`src/rtl/uart_rx_byte.sv`:
```
`default_nettype none
// ============================================================================
// Module   : uart_rx_byte
// Brief    : 8N1 UART receiver. It synchronises the serial line, rejects
//            start-bit glitches, samples each bit at its midpoint, and flags
//            framing errors. Each good frame gives one byte and a one-cycle
//            Rx_done strobe.
// Revision : 1.0  initial release
// ============================================================================
module uart_rx_byte #(
  parameter int CLKS_PER_BIT = 434
) (
  input  logic       clk,
  input  logic       rst,
  input  logic       rx_i,
  output logic [7:0] rx_Data,
  output logic       Rx_done,
  output logic       frame_err,
  output logic       busy
);

  // The counter is loaded with 1 when a phase begins. A compare against N
  // therefore fires exactly N cycles after the phase-starting edge.
  localparam logic [15:0] C_HALF = 16'((CLKS_PER_BIT - 1) / 2);
  localparam logic [15:0] C_FULL = 16'(CLKS_PER_BIT);

  typedef enum logic [2:0] {
    S_IDLE  = 3'd0,
    S_START = 3'd1,
    S_DATA  = 3'd2,
    S_STOP  = 3'd3,
    S_BREAK = 3'd4
  } state_t;

  state_t      r_state;
  state_t      w_state_next;
  logic        r_sync1;
  logic        r_sync2;
  logic        w_rx_s;
  logic [15:0] r_cnt;
  logic [2:0]  r_idx;
  logic [7:0]  r_shift;
  logic        w_cnt_load;
  logic        w_idx_clr;
  logic        w_sample;
  logic        w_done;
  logic        w_ferr;

  assign w_rx_s = r_sync2;

  // Two-flop synchroniser for the asynchronous serial line. It resets to the idle level.
  always_ff @(posedge clk) begin
    if (rst) begin
      r_sync1 <= 1'b1;
      r_sync2 <= 1'b1;
    end else begin
      r_sync1 <= rx_i;
      r_sync2 <= r_sync1;
    end
  end

  // FSM state register.
  always_ff @(posedge clk) begin
    if (rst) r_state <= S_IDLE;
    else     r_state <= w_state_next;
  end

  // Next-state decode and per-cycle datapath strobes.
  always_comb begin
    w_state_next = r_state;
    w_cnt_load   = 1'b0;
    w_idx_clr    = 1'b0;
    w_sample     = 1'b0;
    w_done       = 1'b0;
    w_ferr       = 1'b0;
    case (r_state)
      S_IDLE: begin
        if (!w_rx_s) begin
          w_state_next = S_START;
          w_cnt_load   = 1'b1;
        end
      end
      S_START: begin
        if (r_cnt == C_HALF) begin
          if (w_rx_s) begin
            w_state_next = S_IDLE;            // line back high: glitch
          end else begin
            w_state_next = S_DATA;
            w_cnt_load   = 1'b1;
            w_idx_clr    = 1'b1;
          end
        end
      end
      S_DATA: begin
        if (r_cnt == C_FULL) begin
          w_sample   = 1'b1;
          w_cnt_load = 1'b1;
          if (r_idx == 3'd7) w_state_next = S_STOP;
        end
      end
      S_STOP: begin
        if (r_cnt == C_FULL) begin
          w_cnt_load = 1'b1;
          if (w_rx_s) begin
            w_done       = 1'b1;
            w_state_next = S_IDLE;            // idle early to catch a back-to-back start
          end else begin
            w_ferr       = 1'b1;
            w_state_next = S_BREAK;
          end
        end
      end
      S_BREAK: begin
        if (w_rx_s) w_state_next = S_IDLE;    // wait out a held-low line silently
      end
      default: w_state_next = S_IDLE;
    endcase
  end

  // Datapath: bit-period counter, bit index, shift register and registered outputs.
  always_ff @(posedge clk) begin
    if (rst) begin
      r_cnt     <= 16'd0;
      r_idx     <= 3'd0;
      r_shift   <= 8'd0;
      rx_Data   <= 8'd0;
      Rx_done   <= 1'b0;
      frame_err <= 1'b0;
      busy      <= 1'b0;
    end else begin
      r_cnt <= w_cnt_load ? 16'd1 : r_cnt + 16'd1;
      if (w_idx_clr)     r_idx <= 3'd0;
      else if (w_sample) r_idx <= r_idx + 3'd1;
      if (w_sample) r_shift[r_idx] <= w_rx_s;
      if (w_done)   rx_Data <= r_shift;
      Rx_done   <= w_done;
      frame_err <= w_ferr;
      busy      <= (w_state_next != S_IDLE);
    end
  end

endmodule
`default_nettype wire

```
`config.mk`:
```
export PLATFORM = sky130hd
export DESIGN_NAME = uart_rx_byte
export DESIGN_NICKNAME = d
export VERILOG_FILES = /design/src/rtl/uart_rx_byte.sv
export SDC_FILE = /design/constraint.sdc
export NUM_CORES = 1
export LEC_CHECK = 0
export CAP_MARGIN = 5
export CORE_MARGIN = 10
export CORE_UTILIZATION = 51
export DETAILED_ROUTE_END_ITERATION = 6
export HOLD_SLACK_MARGIN = 0.15
export PLACE_DENSITY = 0.8
export SLEW_MARGIN = 20
export SYNTH_ARGS = -nofsm -noshare
export SYNTH_HDL_FRONTEND = slang
export SYNTH_SLANG_ARGS = --single-unit
export TNS_END_PERCENT = 1
```
`constraint.sdc`:
```
create_clock -name clk -period 1.56 [get_ports clk]
set_clock_uncertainty 0.05 [all_clocks]
set_input_delay 0.312 -clock clk [delete_from_list [all_inputs] [get_ports clk]]
set_output_delay 0.312 -clock clk [all_outputs]
set_load 0.005 [all_outputs]
```
==> results of run 1 <==
[flip-flops by register name, summed over array words and instances (netlist names)]
signal and cells:
r_idx 3, r_shift 8, rx_Data 8, Rx_done 1, frame_err 1, r_state 3, r_sync1 1, busy 1
r_cnt 16, r_sync2 1
[metal layers]
layer | wire [um] | part of all wire | vias to the layer above | global-route usage
met2 | 2030 | 0.47 | 41 | 0.222
met1 | 1980 | 0.45 | 774 | 0.176
li1 | - | - | 829 | -
met4 | 80 | 0.018 | 0 | 0.0663
met3 | 260 | 0.060 | 7 | 0.0464
met5 | 0 | 0 | - | 0
[metrics by stage]
stage	std cells	area [um^2]	utilization	worst slack (ns)	total power, mW
6_report	307	2600	0.700	-0.186	2.12
5_1_grt	307	2600	0.700	-0.269	2.21
4_1_cts	307	2520	0.679	-0.168	2.12
3_5_place_dp	298	2380	0.640	-0.215	1.24
3_3_place_gp	298	2380	0.640	-0.176	1.24
2_1_floorplan	215	1990	-	-0.151	1.20
[cell usage in the layout (no fill, tap or decap), drive strengths merged, types with 2 or more instances in the layout]
master / count
dfxtp: 43
nor2: 42
buf: 31
mux2i: 19
nand3: 18
nand2: 9
xnor2: 8
xor2: 7
dlymetal6s2s: 7
nand4: 7
inv: 7
clkdlybuf4s50: 6
and4: 6
nor3: 6
clkbuf: 5
ha: 5
nor3b: 5
nor4: 4
nor2b: 3
or3: 3
or2: 3
o21ai: 3
a21oi: 3
and4bb: 2
and3: 2
[report_power, final]
group	switching, mW	internal [mW]
Clock	0.407	0.482
Sequential	0.0107	1.11
Combinational	0.0629	0.0513
Total	0.481	1.64
[area by class of cell]
cell class | instances | area [um^2] | area share
sequential | 43 | 866 | 0.333
timing repair buffer | 44 | 400 | 0.154
inverter | 6 | 22.5 | 0.00866
clock inverter | 3 | 46.3 | 0.0178
tap | 48 | 60.1 | 0.0231
multi-input combinational | 158 | 1140 | 0.437
clock buffer | 5 | 68.8 | 0.0265
[kinds of logic (layout without fill, tap and decap cells)]
group,after synthesis,after routing,synth area share
AND/OR/NAND/NOR,111,112,0.319
flip-flops,43,43,0.435
multiplexers,19,19,0.0961
XOR/XNOR,15,15,0.0664
buffers and inverters,15,58,0.0335
AO/OA/AOI/OAI,7,7,0.0183
adder cells (fa/ha/maj),5,5,0.0316
[worst paths after layout]
kind                             start                 end  slack (ns)
hold reg to reg     r_sync1$_SDFF_PP1_  r_sync2$_SDFF_PP1_        0.37
hold / removal      r_sync1$_SDFF_PP1_  r_sync2$_SDFF_PP1_        0.37
setup / recovery  r_cnt[14]$_SDFF_PP0_     busy$_SDFF_PP0_       -0.19
setup reg to reg  r_cnt[14]$_SDFF_PP0_     busy$_SDFF_PP0_       -0.19
[worst reg2reg max path, cell delays in order (launching register included)]
cell	delay, ns
dfxtp_2	0.35
nor4_4	0.35
nand4_1	0.16
or4_4	0.49
nor2_1	0.17
or3_1	0.12
[timing repair]
action | 4_1_cts | 5_1_grt
gates cloned | 1 | 0
pin swaps | 7 | 3
endpoints found under the setup margin | 40 | 47
endpoints found under the hold margin | 0 | 0
gates resized for setup | 7 | 23
hold buffers | 0 | 0
==> summary.md, run 1 <==
| Metric | Value |
|---|---|
| Routability cong. | `~0.83` |
| Peak Freq | `between 500 and 600 MHz` |
| DRT Pass-1 Iters | `4` |
| Crit-path cells | `nor4_4, nand4_1, or4_4, nor2_1, or3_1` |
| Synth Flop Type | `dfxtp_1` |
| Outcome | `complete, but fails checks` |
| CP Depth | `5` |
| First-pass GRT wire length | `7580 um` |
| Pin count of the biggest net entering global routing | `21` |
| Critical Path Sink Type | `flip-flop` |
| # rows | `22` |
| Hold Fails Final Rpt | `0` |
| Seq/Total Area, Yosys | `0.435` |
| Clock-pin slew on the worst setup and hold paths | `~0.090 ns` |
| Syn Inst Count | `215` |
| DRC | `0` |
| Area Overhead vs Synth | `31.5%` |
| Clock Latency Late Sink | `0.30 ns` |
| # fillers | `273` |
| CTS Root Cell | `clkbuf_8` |
| Initial antenna violation count | `0` |
| Critical Path RT | `1.76 ns` |
| Worst Path Buf+Inv | `0` |
| Diode count | `0` |
| R2r worst-path depth | `5` |
| Mapped Nets | `223` |
| Vias | `~1700` |
| Leakage | `1.19 nW` |
| Vias per cell | `between 5 and 6` |
| Vias in the first global route | `~1700` |
| DP Wirelength | `3050 um` |
| Max-cap violation count | `0` |
| Count of clock tree sinks | `43` |
| Sum Neg Setup Slack | `-4.74 ns` |
| Final Worst Setup Slack | `-0.186 ns` |
| Startpoint Class | `flip-flop` |
| CTS tree | `yes` |
| WL final | `between 4000 and 5000 um` |
| Crit-path max FO | `5` |
| Inserted Clock Buffers | `5` |
| Post-synth top area share | `0.435` |
| GRT Util Overall | `0.143` |
| Max incr delay on CP | `roughly 0.49 ns` |
| Syn Area/Cell | `9.20 um^2` |
| Clock Tree Buf Depth | `2` |
| Starting Density | `0.532` |
| Flops & latches, synth | `43` |
| Peak supply drop | `between 0.6 and 0.7 mV` |
| PD cells | `between 800 and 900 nW/um^2` |
| Slew @ Worst Pin | `between 0.3 and 0.4 ns` |
| Final period util | `1.12` |
| # setup viols final | `38` |
| CP Class | `flip-flop to flip-flop` |
| Post-synth ARST share | `0` |
| Layout cells sized above 1 | `0.259` |
| Die Y | `about 82 um` |
| Slew HR | `0.769` |
| Fin crit period | `1.75 ns` |
| Final ANT Viol Nets | `0` |
| Syn. warnings | `0` |
| Post-CTS Setup Inserts | `0` |
| Count of different cell masters after synthesis | `32` |
| DR WL/cell | `approximately 14 um` |
| RSZ-0062 raised after global routing | `yes` |
| Die X | `approximately 82 um` |
| CP top delay family | `simple AND/OR/NAND/NOR gates` |
| I/O Pins | `14` |
| Post-Synthesis Cell Area | `approximately 2000 um^2` |
| Arr. time, crit path | `approximately 1.9 ns` |
| Slowest cell on crit path | `or4_4` |
| Fin nets | `266` |
| Fin. max-slew vios | `0` |
| Port Buf Inserts | `13` |
| Most common cell in the netlist | `dfxtp_1` |
| Hold depth | `1` |
| Total congestion overflow | `0` |
| Ranking of synthesized cells by area | `dfxtp_1, mux2i_1, nor2_1` |
| Die area | `slightly below 7000 um^2` |
| Area leader, netlist | `dfxtp_1` |
| H-tree depth | `2` |
| Failing checks | `negative setup slack` |
| Drt first-iter violations | `96` |
| Core area | `3720 um^2` |
| EDFF count, synth | `0` |
| Hold slack | `roughly 0.37 ns` |
| Worst Hold Class | `flip-flop to flip-flop` |
| Commonest cells post-synth | `dfxtp_1, nor2_1, mux2i_1` |
Note: power is estimated with default switching activity, not from simulation.
==> run 2: changes to the inputs <==
Settings changed: GPL_TIMING_DRIVEN from default to 0.
==> run 2 against run 1 <==
  * The run still ends with negative setup slack left
  * Final cell count down 7.5%
  * Combinational power down 25%
  * First-iteration DRC count down 3.1%
  * Register-to-register slack worse by 0.11 ns
  * Total power down 10%
  * Global-route usage down 1.4 points
  * Maximum frequency down 5.7%
  * Sequential power about the same
  * Clock-buffer cell count up 1
  * Worst hold slack about the same
  * Routed wire length down 13%
  * Largest power group unchanged
  * Highest routed layer unchanged
==> summary.md, run 2 (synthesized netlist as in run 1, its figures left out) <==
| Metric | Value |
|---|---|
| Outcome | `complete, but fails checks` |
| Failing checks | `negative setup slack` |
| Area Overhead vs Synth | `16.3%` |
| Commonest non-fill, non-tap cell in the layout | `nor2_1` |
| Vias per cell | `5.41 (+0.63%)` |
| Peak Freq | `540 MHz (-5.7%)` |
| Slowest cell on crit path | `or4_4` |
| Starting Density | `0.532 (unchanged)` |
| Fin nets | `243 (-8.6%)` |
| Final ANT Viol Nets | `0 (unchanged)` |
| Count of clock tree sinks | `43 (unchanged)` |
| Slew HR | `0.674 (-0.0953)` |
| Final period util | `1.19 (+0.0681)` |
| Core area | `3720 um^2 (unchanged)` |
| Initial antenna violation count | `0 (unchanged)` |
| WL final | `3800 um (-13%)` |
| Setup slack at placement | `-0.348 ns (-0.134 ns)` |
| R2r worst-path depth | `6 (+1)` |
| Die X | `82.3 um (unchanged)` |
| Die area | `6770 um^2 (unchanged)` |
| Routability cong. | `0.861 (+3.4%)` |
| PD cells | `831 nW/um^2 (+1.8%)` |
| Top flop regs | `r_cnt x16, r_shift x8, rx_Data x8` |
| Most flops, register | `r_cnt` |
| Most used routing layer | `met2` |
| Clock Latency Late Sink | `0.31 ns (about the same)` |
| Slew @ Worst Pin | `0.489 ns (+0.146 ns)` |
| Fin. max-slew vios | `0 (unchanged)` |
| Crit-path cells | `nor4_4, nand4_1, or4_4, nand3_4, buf_8, nor2_1` |
| H-tree depth | `2 (unchanged)` |
| CP Depth | `6 (+1)` |
| # rows | `22 (unchanged)` |
| Worst Path Buf+Inv | `1 (+1)` |
| Inserted Clock Buffers | `5 (unchanged)` |
| Clock-pin slew on the worst setup and hold paths | `0.08 ns (about the same)` |
| CTS tree | `yes` |
| Fin crit period | `1.85 ns (+0.106 ns)` |
| CP top delay family | `simple AND/OR/NAND/NOR gates` |
| Crit path from | `r_cnt[2]$_SDFF_PP0_` |
| Startpoint Class | `flip-flop` |
| Max FFs per register | `16 (unchanged)` |
| Clock Tree Buf Depth | `2 (unchanged)` |
| Max incr delay on CP | `0.49 ns (about the same)` |
| Critical Path RT | `1.71 ns (-0.05 ns)` |
| Diode count | `0 (unchanged)` |
| Total congestion overflow | `0 (unchanged)` |
| Peak supply drop | `0.756 mV (+23%)` |
| DRC | `0 (unchanged)` |
| Drt first-iter violations | `93 (-3.1%)` |
| # setup viols final | `39 (+2.6%)` |
| Met3 Use GR | `0.0508 (+0.00432)` |
| First-pass GRT wire length | `6870 um (-9.3%)` |
| Arr. time, crit path | `2.00 ns (+0.06 ns)` |
| DR WL/cell | `13.4 um (-5.6%)` |
| Hold Fails Final Rpt | `0 (unchanged)` |
| Worst Hold Class | `flip-flop to flip-flop` |
| Leakage | `0.895 nW (-25%)` |
| Crit-path max FO | `10 (+5)` |
| Critical Path Sink Type | `flip-flop` |
| Final Worst Setup Slack | `-0.292 ns (-0.106 ns)` |
| R2R setup slack | `-0.29 ns (-0.11 ns)` |
| Final Cell Area | `2300 um^2 (-12%)` |
| Vias | `1537 (-6.9%)` |
| Final Total Pwr | `1.91 mW (-10%)` |
| GRT Util Overall | `0.129 (-0.0140)` |
| Post-CTS Setup Inserts | `0 (unchanged)` |
| M2 GR Usage | `0.190 (-0.0327)` |
| DRT Pass-1 Iters | `4 (unchanged)` |
| I/O Pins | `14 (unchanged)` |
| RSZ-0062 raised after global routing | `yes` |
| Reg2reg start | `r_cnt[2]$_SDFF_PP0_` |
| Most frequent cells in the layout | `nor2_1, dfxtp_1, mux2i_1` |
| Max-cap violation count | `0 (unchanged)` |
| Port Buf Inserts | `13 (unchanged)` |
| Critical path endpoint | `r_cnt[13]$_SDFF_PP0_` |
| Post-CTS Hold Buffers | `0 (unchanged)` |
| RR Endpoint | `r_cnt[13]$_SDFF_PP0_` |
| CP Class | `flip-flop to flip-flop` |
| Final core area utilization | `0.619 (-0.0811)` |
| Vias in the first global route | `1489 (-11%)` |
| Pin count of the biggest net entering global routing | `14 (-33%)` |
| Placed cell area | `2180 um^2 (-8.4%)` |
| Layout cells sized above 1 | `0.157 (-0.102)` |
| Die Y | `82.3 um (unchanged)` |
| DP Wirelength | `2680 um (-12%)` |
| M1 GR Usage | `0.166 (-0.0103)` |
| CTS Root Cell | `clkbuf_8` |
## run 2: cell count changes in the layout (fill, tap and decap cells not counted), moves of 3 or more
cell	previous run	this run
dfxtp_1	39	36
nand3_2	3	0
dfxtp_2	4	7
buf_4	28	1
clkbuf_1	0	5
clkdlybuf4s50_1	6	12
dlymetal6s2s_1	7	1
## run 2: worst min path at each step
stage | endpoint | from | cells past startpoint
final | r_sync2$_SDFF_PP1_ | r_sync1$_SDFF_PP1_ | 1
after global placement | r_sync2$_SDFF_PP1_ | r_sync1$_SDFF_PP1_ | 1
after global routing | r_sync2$_SDFF_PP1_ | r_sync1$_SDFF_PP1_ | 1
after CTS | r_sync2$_SDFF_PP1_ | r_sync1$_SDFF_PP1_ | 1
after floorplan | r_sync2$_SDFF_PP1_ | r_sync1$_SDFF_PP1_ | 1
after detailed placement | r_sync2$_SDFF_PP1_ | r_sync1$_SDFF_PP1_ | 1
## run 2: per-stage QoR
step / setup TNS (ns) / cells / hold WS, ns
floorplan: -2.41 / 215 / 0.339
detailed placement: -9.96 / 276 / 0.354
CTS: -7.96 / 284 / 0.373
finish: -8.08 / 284 / 0.371
global route: -12.97 / 284 / 0.381
global placement: -8.39 / 276 / 0.342
## run 2: area by class of cell
type | count | area [um^2]
Fill cell | 329 | 1420
Multi-Input combinational cell | 157 | 1080
Sequential cell | 43 | 870
Timing Repair Buffer | 13 | 133
Clock buffer | 6 | 72.6
Tap cell | 48 | 60.1
Buffer | 9 | 52.6
Inverter | 6 | 22.5
Clock inverter | 2 | 12.5
## run 2: worst reg2reg max path, cell delays in order (launching register included)
cell and delay (ns):
dfxtp_2 0.36, nor4_4 0.34, nand4_1 0.17, or4_4 0.49, nand3_4 0.15, buf_8 0.14
nor2_1 0.05
## run 2: power breakdown
| group | internal, mW | switching [mW] | total, mW |
|---|---|---|---|
| combinational | 0.0362 | 0.0492 | 0.0855 |
| clock | 0.313 | 0.389 | 0.702 |
| sequential | 1.11 | 0.0142 | 1.12 |
| total | 1.46 | 0.453 | 1.91 |
## run 2: layer usage
layer,share of wire,up-vias
met5,0,-
met4,0.018,0
met3,0.068,8
met2,0.45,32
met1,0.47,716
li1,-,781
## run 2: repair_timing
item,in CTS,in global routing
setup endpoints to repair,40,43
pin swaps,4,2
resized for setup,12,5
gates cloned,0,0
